===== config.mk =====
export PLATFORM = sky130hd
export DESIGN_NAME = tlc5955_ctrl_loader_flat
export DESIGN_NICKNAME = d
export VERILOG_FILES = /design/src/rtl/tlc5955_ctrl_loader_if.sv /design/src/rtl/tlc5955_ctrl_loader.sv /design/src/flat_wrapper.sv
export SDC_FILE = /design/constraint.sdc
export NUM_CORES = 1
export LEC_CHECK = 0
export CAP_MARGIN = 40
export CORE_MARGIN = 2
export CORE_UTILIZATION = 56
export CTS_CLUSTER_DIAMETER = 100
export CTS_CLUSTER_SIZE = 24
export DETAILED_ROUTE_END_ITERATION = 8
export HOLD_SLACK_MARGIN = 0.03
export PLACE_DENSITY = 0.81
export SLEW_MARGIN = 15
export SYNTH_ARGS = -nofsm -noshare
export SYNTH_HDL_FRONTEND = slang
export SYNTH_SLANG_ARGS = --single-unit

===== constraint.sdc =====
create_clock -name spiClk -period 5.6 [get_ports spiClk]
set_input_delay 0.84 -clock spiClk [delete_from_list [all_inputs] [get_ports spiClk]]
set_output_delay 0.84 -clock spiClk [all_outputs]
set_load 0.02 [all_outputs]

===== src/rtl/tlc5955_ctrl_loader_if.sv =====
// Handshake and serial-pin bundle for the TLC5955 control-latch loader.
// The loader drives the shared SCLK/SDO/LAT pins plus busy/initDone; the requester drives req.
interface tlc5955_ctrl_loader_if;
    logic req;
    logic SCLK;
    logic SDO;
    logic LAT;
    logic busy;
    logic initDone;

    modport master (
        output req,
        input  SCLK,
        input  SDO,
        input  LAT,
        input  busy,
        input  initDone
    );

    modport slave (
        input  req,
        output SCLK,
        output SDO,
        output LAT,
        output busy,
        output initDone
    );
endinterface


===== src/rtl/tlc5955_ctrl_loader.sv =====
// Loads the TLC5955 control latch (FC/BC/MC/DC) into a daisy chain, PASSES times per request.
// Optional macro TLC5955_DC_PER_CH_EN replaces the global dc input with a writable 48x7 DC table.
module tlc5955_ctrl_loader #(
    parameter int NUM_TLC5955 = 1,
    parameter int PASSES      = 2,
    parameter int AUTO_INIT   = 1
) (
    input  logic                  spiClk,
    input  logic                  nReset,
    tlc5955_ctrl_loader_if.slave  bus,
    input  logic [4:0]            fc,
    input  logic [6:0]            bc_r,
    input  logic [6:0]            bc_g,
    input  logic [6:0]            bc_b,
    input  logic [8:0]            mc,
    input  logic [6:0]            dc
`ifdef TLC5955_DC_PER_CH_EN
    ,
    input  logic                  dc_we,
    input  logic [5:0]            dc_addr,
    input  logic [6:0]            dc_wdata
`endif
);

    localparam int FRAME_BITS = 769;
    localparam int DC_BITS    = 336;
    localparam int BIT_W      = $clog2(FRAME_BITS);
    localparam int DEV_W      = (NUM_TLC5955 > 1) ? $clog2(NUM_TLC5955) : 1;
    localparam int PASS_W     = (PASSES > 1) ? $clog2(PASSES) : 1;

    localparam logic [BIT_W-1:0]  BIT_LAST  = BIT_W'(FRAME_BITS - 1);
    localparam logic [DEV_W-1:0]  DEV_LAST  = DEV_W'(NUM_TLC5955 - 1);
    localparam logic [PASS_W-1:0] PASS_LAST = PASS_W'(PASSES - 1);

    typedef enum logic [2:0] {
        ST_IDLE  = 3'd0,
        ST_LOAD  = 3'd1,
        ST_SH_LO = 3'd2,
        ST_SH_HI = 3'd3,
        ST_LATCH = 3'd4,
        ST_GAP   = 3'd5,
        ST_DONE  = 3'd6
    } state_t;

    // Frame bit at index idx (768 = first bit on the wire); the frame is never stored.
    function automatic logic frame_bit(
        input logic [BIT_W-1:0]   idx,
        input logic [4:0]         f,
        input logic [20:0]        bc,
        input logic [8:0]         m,
        input logic [DC_BITS-1:0] d
    );
        logic [FRAME_BITS-1:0] frame;
        frame = {1'b1, 8'h96, 389'd0, f, bc, m, d};
        return frame[idx];
    endfunction

    state_t              state_r, state_nx;
    logic [BIT_W-1:0]    bit_cnt_r, bit_cnt_nx;
    logic [DEV_W-1:0]    dev_cnt_r, dev_cnt_nx;
    logic [PASS_W-1:0]   pass_cnt_r, pass_cnt_nx;
    logic                lat_cnt_r, lat_cnt_nx;
    logic                auto_pend_r;
    logic                accept_s;

    logic [4:0]          fc_snap_r;
    logic [20:0]         bc_snap_r;
    logic [8:0]          mc_snap_r;
    logic [DC_BITS-1:0]  dc_snap_r;
    logic [DC_BITS-1:0]  dc_src_s;
    logic                frame_bit_s;

    logic                sclk_r;
    logic                sdo_r;
    logic                lat_r;
    logic                busy_r;
    logic                init_done_r;

`ifdef TLC5955_DC_PER_CH_EN
    logic [DC_BITS-1:0]  dc_tab_r;
    logic [8:0]          dc_base_s;
    logic                unused_dc_s;

    assign dc_base_s   = {3'b000, dc_addr} * 9'd7;
    assign unused_dc_s = ^dc;
    assign dc_src_s    = dc_tab_r;

    // Per-channel DC table; channel k lives at bits [7k+6:7k], out-of-range addresses dropped.
    always_ff @(posedge spiClk) begin
        if (!nReset) begin
            dc_tab_r <= {48{7'd127}};
        end else if (dc_we && (dc_addr < 6'd48)) begin
            dc_tab_r[dc_base_s +: 7] <= dc_wdata;
        end
    end
`else
    assign dc_src_s = {48{dc}};
`endif

    // State, counters and the pending auto-init request.
    always_ff @(posedge spiClk) begin
        if (!nReset) begin
            state_r     <= ST_IDLE;
            bit_cnt_r   <= {BIT_W{1'b0}};
            dev_cnt_r   <= {DEV_W{1'b0}};
            pass_cnt_r  <= {PASS_W{1'b0}};
            lat_cnt_r   <= 1'b0;
            auto_pend_r <= (AUTO_INIT != 0);
        end else begin
            state_r     <= state_nx;
            bit_cnt_r   <= bit_cnt_nx;
            dev_cnt_r   <= dev_cnt_nx;
            pass_cnt_r  <= pass_cnt_nx;
            lat_cnt_r   <= lat_cnt_nx;
            auto_pend_r <= auto_pend_r & ~accept_s;
        end
    end

    // Next-state and counter sequencing.
    always_comb begin
        state_nx    = state_r;
        bit_cnt_nx  = bit_cnt_r;
        dev_cnt_nx  = dev_cnt_r;
        pass_cnt_nx = pass_cnt_r;
        lat_cnt_nx  = lat_cnt_r;
        accept_s    = 1'b0;
        case (state_r)
            ST_IDLE, ST_DONE: begin
                if (bus.req || auto_pend_r) begin
                    accept_s    = 1'b1;
                    pass_cnt_nx = {PASS_W{1'b0}};
                    state_nx    = ST_LOAD;
                end else begin
                    state_nx = state_r;
                end
            end
            ST_LOAD: begin
                bit_cnt_nx = {BIT_W{1'b0}};
                dev_cnt_nx = {DEV_W{1'b0}};
                state_nx   = ST_SH_LO;
            end
            ST_SH_LO: begin
                state_nx = ST_SH_HI;
            end
            ST_SH_HI: begin
                if (bit_cnt_r == BIT_LAST) begin
                    bit_cnt_nx = {BIT_W{1'b0}};
                    if (dev_cnt_r == DEV_LAST) begin
                        lat_cnt_nx = 1'b0;
                        state_nx   = ST_LATCH;
                    end else begin
                        dev_cnt_nx = dev_cnt_r + {{(DEV_W-1){1'b0}}, 1'b1};
                        state_nx   = ST_SH_LO;
                    end
                end else begin
                    bit_cnt_nx = bit_cnt_r + {{(BIT_W-1){1'b0}}, 1'b1};
                    state_nx   = ST_SH_LO;
                end
            end
            ST_LATCH: begin
                // Two LAT cycles keep the strobe >= 30 ns up to 66 MHz.
                if (lat_cnt_r) begin
                    state_nx = ST_GAP;
                end else begin
                    lat_cnt_nx = 1'b1;
                    state_nx   = ST_LATCH;
                end
            end
            ST_GAP: begin
                if (pass_cnt_r == PASS_LAST) begin
                    state_nx = ST_DONE;
                end else begin
                    pass_cnt_nx = pass_cnt_r + {{(PASS_W-1){1'b0}}, 1'b1};
                    state_nx    = ST_LOAD;
                end
            end
            default: begin
                state_nx = ST_IDLE;
            end
        endcase
    end

    // Config snapshot, frozen for the whole request once accepted.
    always_ff @(posedge spiClk) begin
        if (!nReset) begin
            fc_snap_r <= 5'd0;
            bc_snap_r <= 21'd0;
            mc_snap_r <= 9'd0;
            dc_snap_r <= {DC_BITS{1'b0}};
        end else if (accept_s) begin
            fc_snap_r <= fc;
            bc_snap_r <= {bc_b, bc_g, bc_r};
            mc_snap_r <= mc;
            dc_snap_r <= dc_src_s;
        end
    end

    // Bit for the upcoming SH_LO phase, using the counter value that phase will see.
    assign frame_bit_s = frame_bit(BIT_LAST - bit_cnt_nx, fc_snap_r, bc_snap_r, mc_snap_r, dc_snap_r);

    // Pin and status registers, decoded from the next state so they line up with it.
    always_ff @(posedge spiClk) begin
        if (!nReset) begin
            sclk_r      <= 1'b0;
            sdo_r       <= 1'b0;
            lat_r       <= 1'b0;
            busy_r      <= 1'b0;
            init_done_r <= 1'b0;
        end else begin
            sclk_r      <= (state_nx == ST_SH_HI);
            lat_r       <= (state_nx == ST_LATCH);
            busy_r      <= (state_nx != ST_IDLE) && (state_nx != ST_DONE);
            init_done_r <= init_done_r | (state_nx == ST_DONE);
            case (state_nx)
                ST_SH_LO: sdo_r <= frame_bit_s;
                ST_SH_HI: sdo_r <= sdo_r;
                default:  sdo_r <= 1'b0;
            endcase
        end
    end

    assign bus.SCLK     = sclk_r;
    assign bus.SDO      = sdo_r;
    assign bus.LAT      = lat_r;
    assign bus.busy     = busy_r;
    assign bus.initDone = init_done_r;

endmodule


===== src/flat_wrapper.sv =====
// flat-port wrapper written by rule: the top's interface ports become plain ports
module tlc5955_ctrl_loader_flat 
#(
    parameter int NUM_TLC5955 = 1,
    parameter int PASSES      = 2,
    parameter int AUTO_INIT   = 1
)
  (spiClk, nReset, fc, bc_r, bc_g, bc_b, mc, dc, bus_req, bus_SCLK, bus_SDO, bus_LAT, bus_busy, bus_initDone);
  tlc5955_ctrl_loader_if bus_i ();
  input  logic spiClk;
  input  logic nReset;
  input  logic [4:0] fc;
  input  logic [6:0] bc_r;
  input  logic [6:0] bc_g;
  input  logic [6:0] bc_b;
  input  logic [8:0] mc;
  input  logic [6:0] dc;
  input wire logic [$bits(bus_i.req)-1:0] bus_req;
  output wire logic [$bits(bus_i.SCLK)-1:0] bus_SCLK;
  output wire logic [$bits(bus_i.SDO)-1:0] bus_SDO;
  output wire logic [$bits(bus_i.LAT)-1:0] bus_LAT;
  output wire logic [$bits(bus_i.busy)-1:0] bus_busy;
  output wire logic [$bits(bus_i.initDone)-1:0] bus_initDone;
  assign bus_i.req = bus_req;
  assign bus_SCLK = bus_i.SCLK;
  assign bus_SDO = bus_i.SDO;
  assign bus_LAT = bus_i.LAT;
  assign bus_busy = bus_i.busy;
  assign bus_initDone = bus_i.initDone;
  tlc5955_ctrl_loader #(.NUM_TLC5955(NUM_TLC5955), .PASSES(PASSES), .AUTO_INIT(AUTO_INIT)) u_core (.spiClk(spiClk), .nReset(nReset), .bus(bus_i), .fc(fc), .bc_r(bc_r), .bc_g(bc_g), .bc_b(bc_b), .mc(mc), .dc(dc));
endmodule

==> metrics <==
run status=completed; CTS Sinks=63; routed wire length=8.554 mm; row count=30; H-tree depth=3; Seq. cell area=0.001261 mm2; placed instance area=0.004370 mm2; minimum clock period=4.801 ns; Synth Flop Type=dfxtp_1; most common cell after layout, fill and taps aside=nand2_1; period utilization=85.73%; # setup viols final=0; cells along the critical path=inv_1 > ha_1 > or4b_4 > o31ai_1 > nor2_1 > a21oi_1 > ha_1 > mux4_2 > mux4_1 > mux2i_1 > nand2_1 > a41oi_2 > o31ai_1 > o2bb2ai_1; Core Box Area=0.006719 mm2; routability congestion estimate=0.8625; CP Data Arrival Time=5.04 ns; Synth Cell Area=0.003851 mm2; GRT Resource Usage Total=24.02%; PnR Total Power=1.339 mW; Residual DRC=0; Routed Antenna Nets=0; Chip Height=86.93 um; CTS buffer count=9; PortBufs=49; leakage=1.702 nW; Worst VDD drop=188.8 uV; worst-skew pair later-pin latency=0.34 ns; CTS tree=built; share of layout cells above drive strength 1=10.44%; Post-Synthesis Cells=436; Final Max Slew Viols=0; Post-synth EDFFs=0; critical path type=reg2reg; area of the multi-input gates=0.002444 mm2; n_diodes=0; Synth Area per Inst=8.833 um2; RSZ-0062 raised after global routing=false; Crit. End Element=register; FILL cells=523; non-filler cells, final=559; pwr/cell area=291.8 mW/mm2; Crit path largest cell delay=0.69 ns; DP Worst Slack=0.8674 ns; Slew HR=36.22%; initial antenna violation count=0; Final Hold Vio Count=0; placed insts=543; WL/cell=15.30 um; worst hold slack=0.4622 ns; vias in the first global route=3,032; clock slew at reported path FFs=0.08 ns; fmax=0.2083 GHz; CP max FO=18; die area=0.007557 mm2; Ys Warns=0; max cap viols=0; nets=522; CTS root buffer=clkbuf_8; Worst Skew=0.008113 ns; Vias=3,312; Req. time, crit path=5.84 ns; First DRT Iteration DRCs=203; Initial Util=57.32%; measured slew at the worst slew-check pin=0.9443 ns; Die Wd=86.93 um; commonest non-fill, non-tap cells in the layout=nand2_1, dfxtp_1, clkdlybuf4s50_1, a21boi_0, mux2i_1; post-synthesis async set-or-reset flop share=0%; setup TNS=0 ns; sequential share of the synthesized area=32.75%; GR Overflow Total=0; syn nets=484; Post-CTS Resized=0; Worst path slowest cell=ha_1; detailed placer's ending HPWL=6.193 mm; distinct cell type count of the synthesized netlist=58; first-pass iteration count of the detailed router=4; CP Launch Type=register; cell area after layout=0.004591 mm2; final worst slack=0.7992 ns; Area Growth Syn to Fin=19.20%; CTS Buffer Depth=2; postcts setup bufs=0; largest net degree at the start of global routing=63; Hold Buf Count CTS=0; vias per cell=5.925; I/O pins=50; Min-Delay Path Class=reg2reg; first-pass GRT wire length=14.38 mm; #FFs+latches synth=63; Core Util, Final=68.32%
-- flip-flops by register name, summed over array words and instances (netlist names), 3 cells and up --
register          flops
u_core.bc_snap_r     21
u_core.bit_cnt_r     10
u_core.dc_snap_r      7
u_core.fc_snap_r      5
u_core.mc_snap_r      9
u_core.state_r        3
-- layer usage --
layer / up-vias / part of all wire (%) / global-route usage, %
li1: 1651 / - / -
met1: 1570 / 45 / 31.96
met2: 80 / 49 / 39.97
met3: 11 / 4.7 / 4.645
met4: 0 / 1.3 / 6.676
met5: - / 0 / 0
-- critical path: cells and delay by family (launching register included) --
family	cells	cell delay [ns]
multiplexers	3	1.38
AND/OR/NAND/NOR	3	0.68
adder cells (fa/ha/maj)	2	0.84
AO/OA/AOI/OAI	5	1.33
flip-flops	1	0.33
buffers and inverters	1	0.12
-- path summary, 6_finish.rpt --
check	cells past startpoint	slack (ns)	endpoint	start
worst min register to register	2	0.46	u_core.bus.initDone$_SDFF_PN0_	u_core.bus.initDone$_SDFF_PN0_
worst max register to register	14	0.80	u_core.bus.SDO$_SDFFE_PN0N_	u_core.bit_cnt_r[0]$_SDFF_PN0_
worst max-delay path	14	0.80	u_core.bus.SDO$_SDFFE_PN0N_	u_core.bit_cnt_r[0]$_SDFF_PN0_
worst min-delay path	2	0.46	u_core.bus.initDone$_SDFF_PN0_	u_core.bus.initDone$_SDFF_PN0_
-- cell families after synthesis --
kind of cell / Yosys count / synth area share [%]
and+or+nand+nor: 178 / 21.54
AOI/OAI and AO/OA: 99 / 18.88
DFF: 63 / 32.75
muxes: 44 / 18.75
buffers and inverters: 37 / 3.899
xor gates and xnor gates: 12 / 3.216
adders and majority gates: 3 / 0.9748
-- cells in the mapped netlist (2+ instances only) --
library cell	n	area, um2
a2111oi_0	2	17.52
a21boi_0	44	330.3
a21o_1	2	15.01
a21oi_1	9	45.04
a31oi_1	3	18.77
and2_1	8	50.05
and3_1	6	37.54
buf_1	2	7.510
buf_2	3	15.01
clkbuf_1	21	78.83
dfxtp_1	63	1261
ha_1	3	37.54
inv_1	10	37.54
mux2_2	2	22.52
mux2i_1	20	200.2
mux4_1	3	78.83
mux4_2	18	405.4
nand2_1	106	397.9
nand3_1	9	45.04
nand4_1	7	43.79
nor2_1	10	37.54
nor2b_1	9	56.30
nor3_1	8	40.04
nor3b_1	2	15.01
nor4_1	3	18.77
o211a_1	2	20.02
o211ai_1	3	22.52
o21a_1	4	30.03
o21ai_0	11	55.05
o21ai_1	2	10.01
o31ai_1	3	22.52
or3_1	3	18.77
xnor2_1	5	43.79
xor2_1	6	52.55
-- area by class of cell --
cell class	instances	share of cell area, %
clock inverters	7	2.099
multi-input cells	336	53.23
inverters	10	0.8177
well taps	80	2.180
flip-flops and latches	63	27.47
repair buffers	54	11.50
clock buffers	9	2.698
-- where the power goes --
group / switching [mW] / internal (mW)
logic: 0.203 / 0.174
registers: 0.0311 / 0.491
clock network: 0.189 / 0.252
total: 0.423 / 0.917
Power figures use the tool's default switching activity.
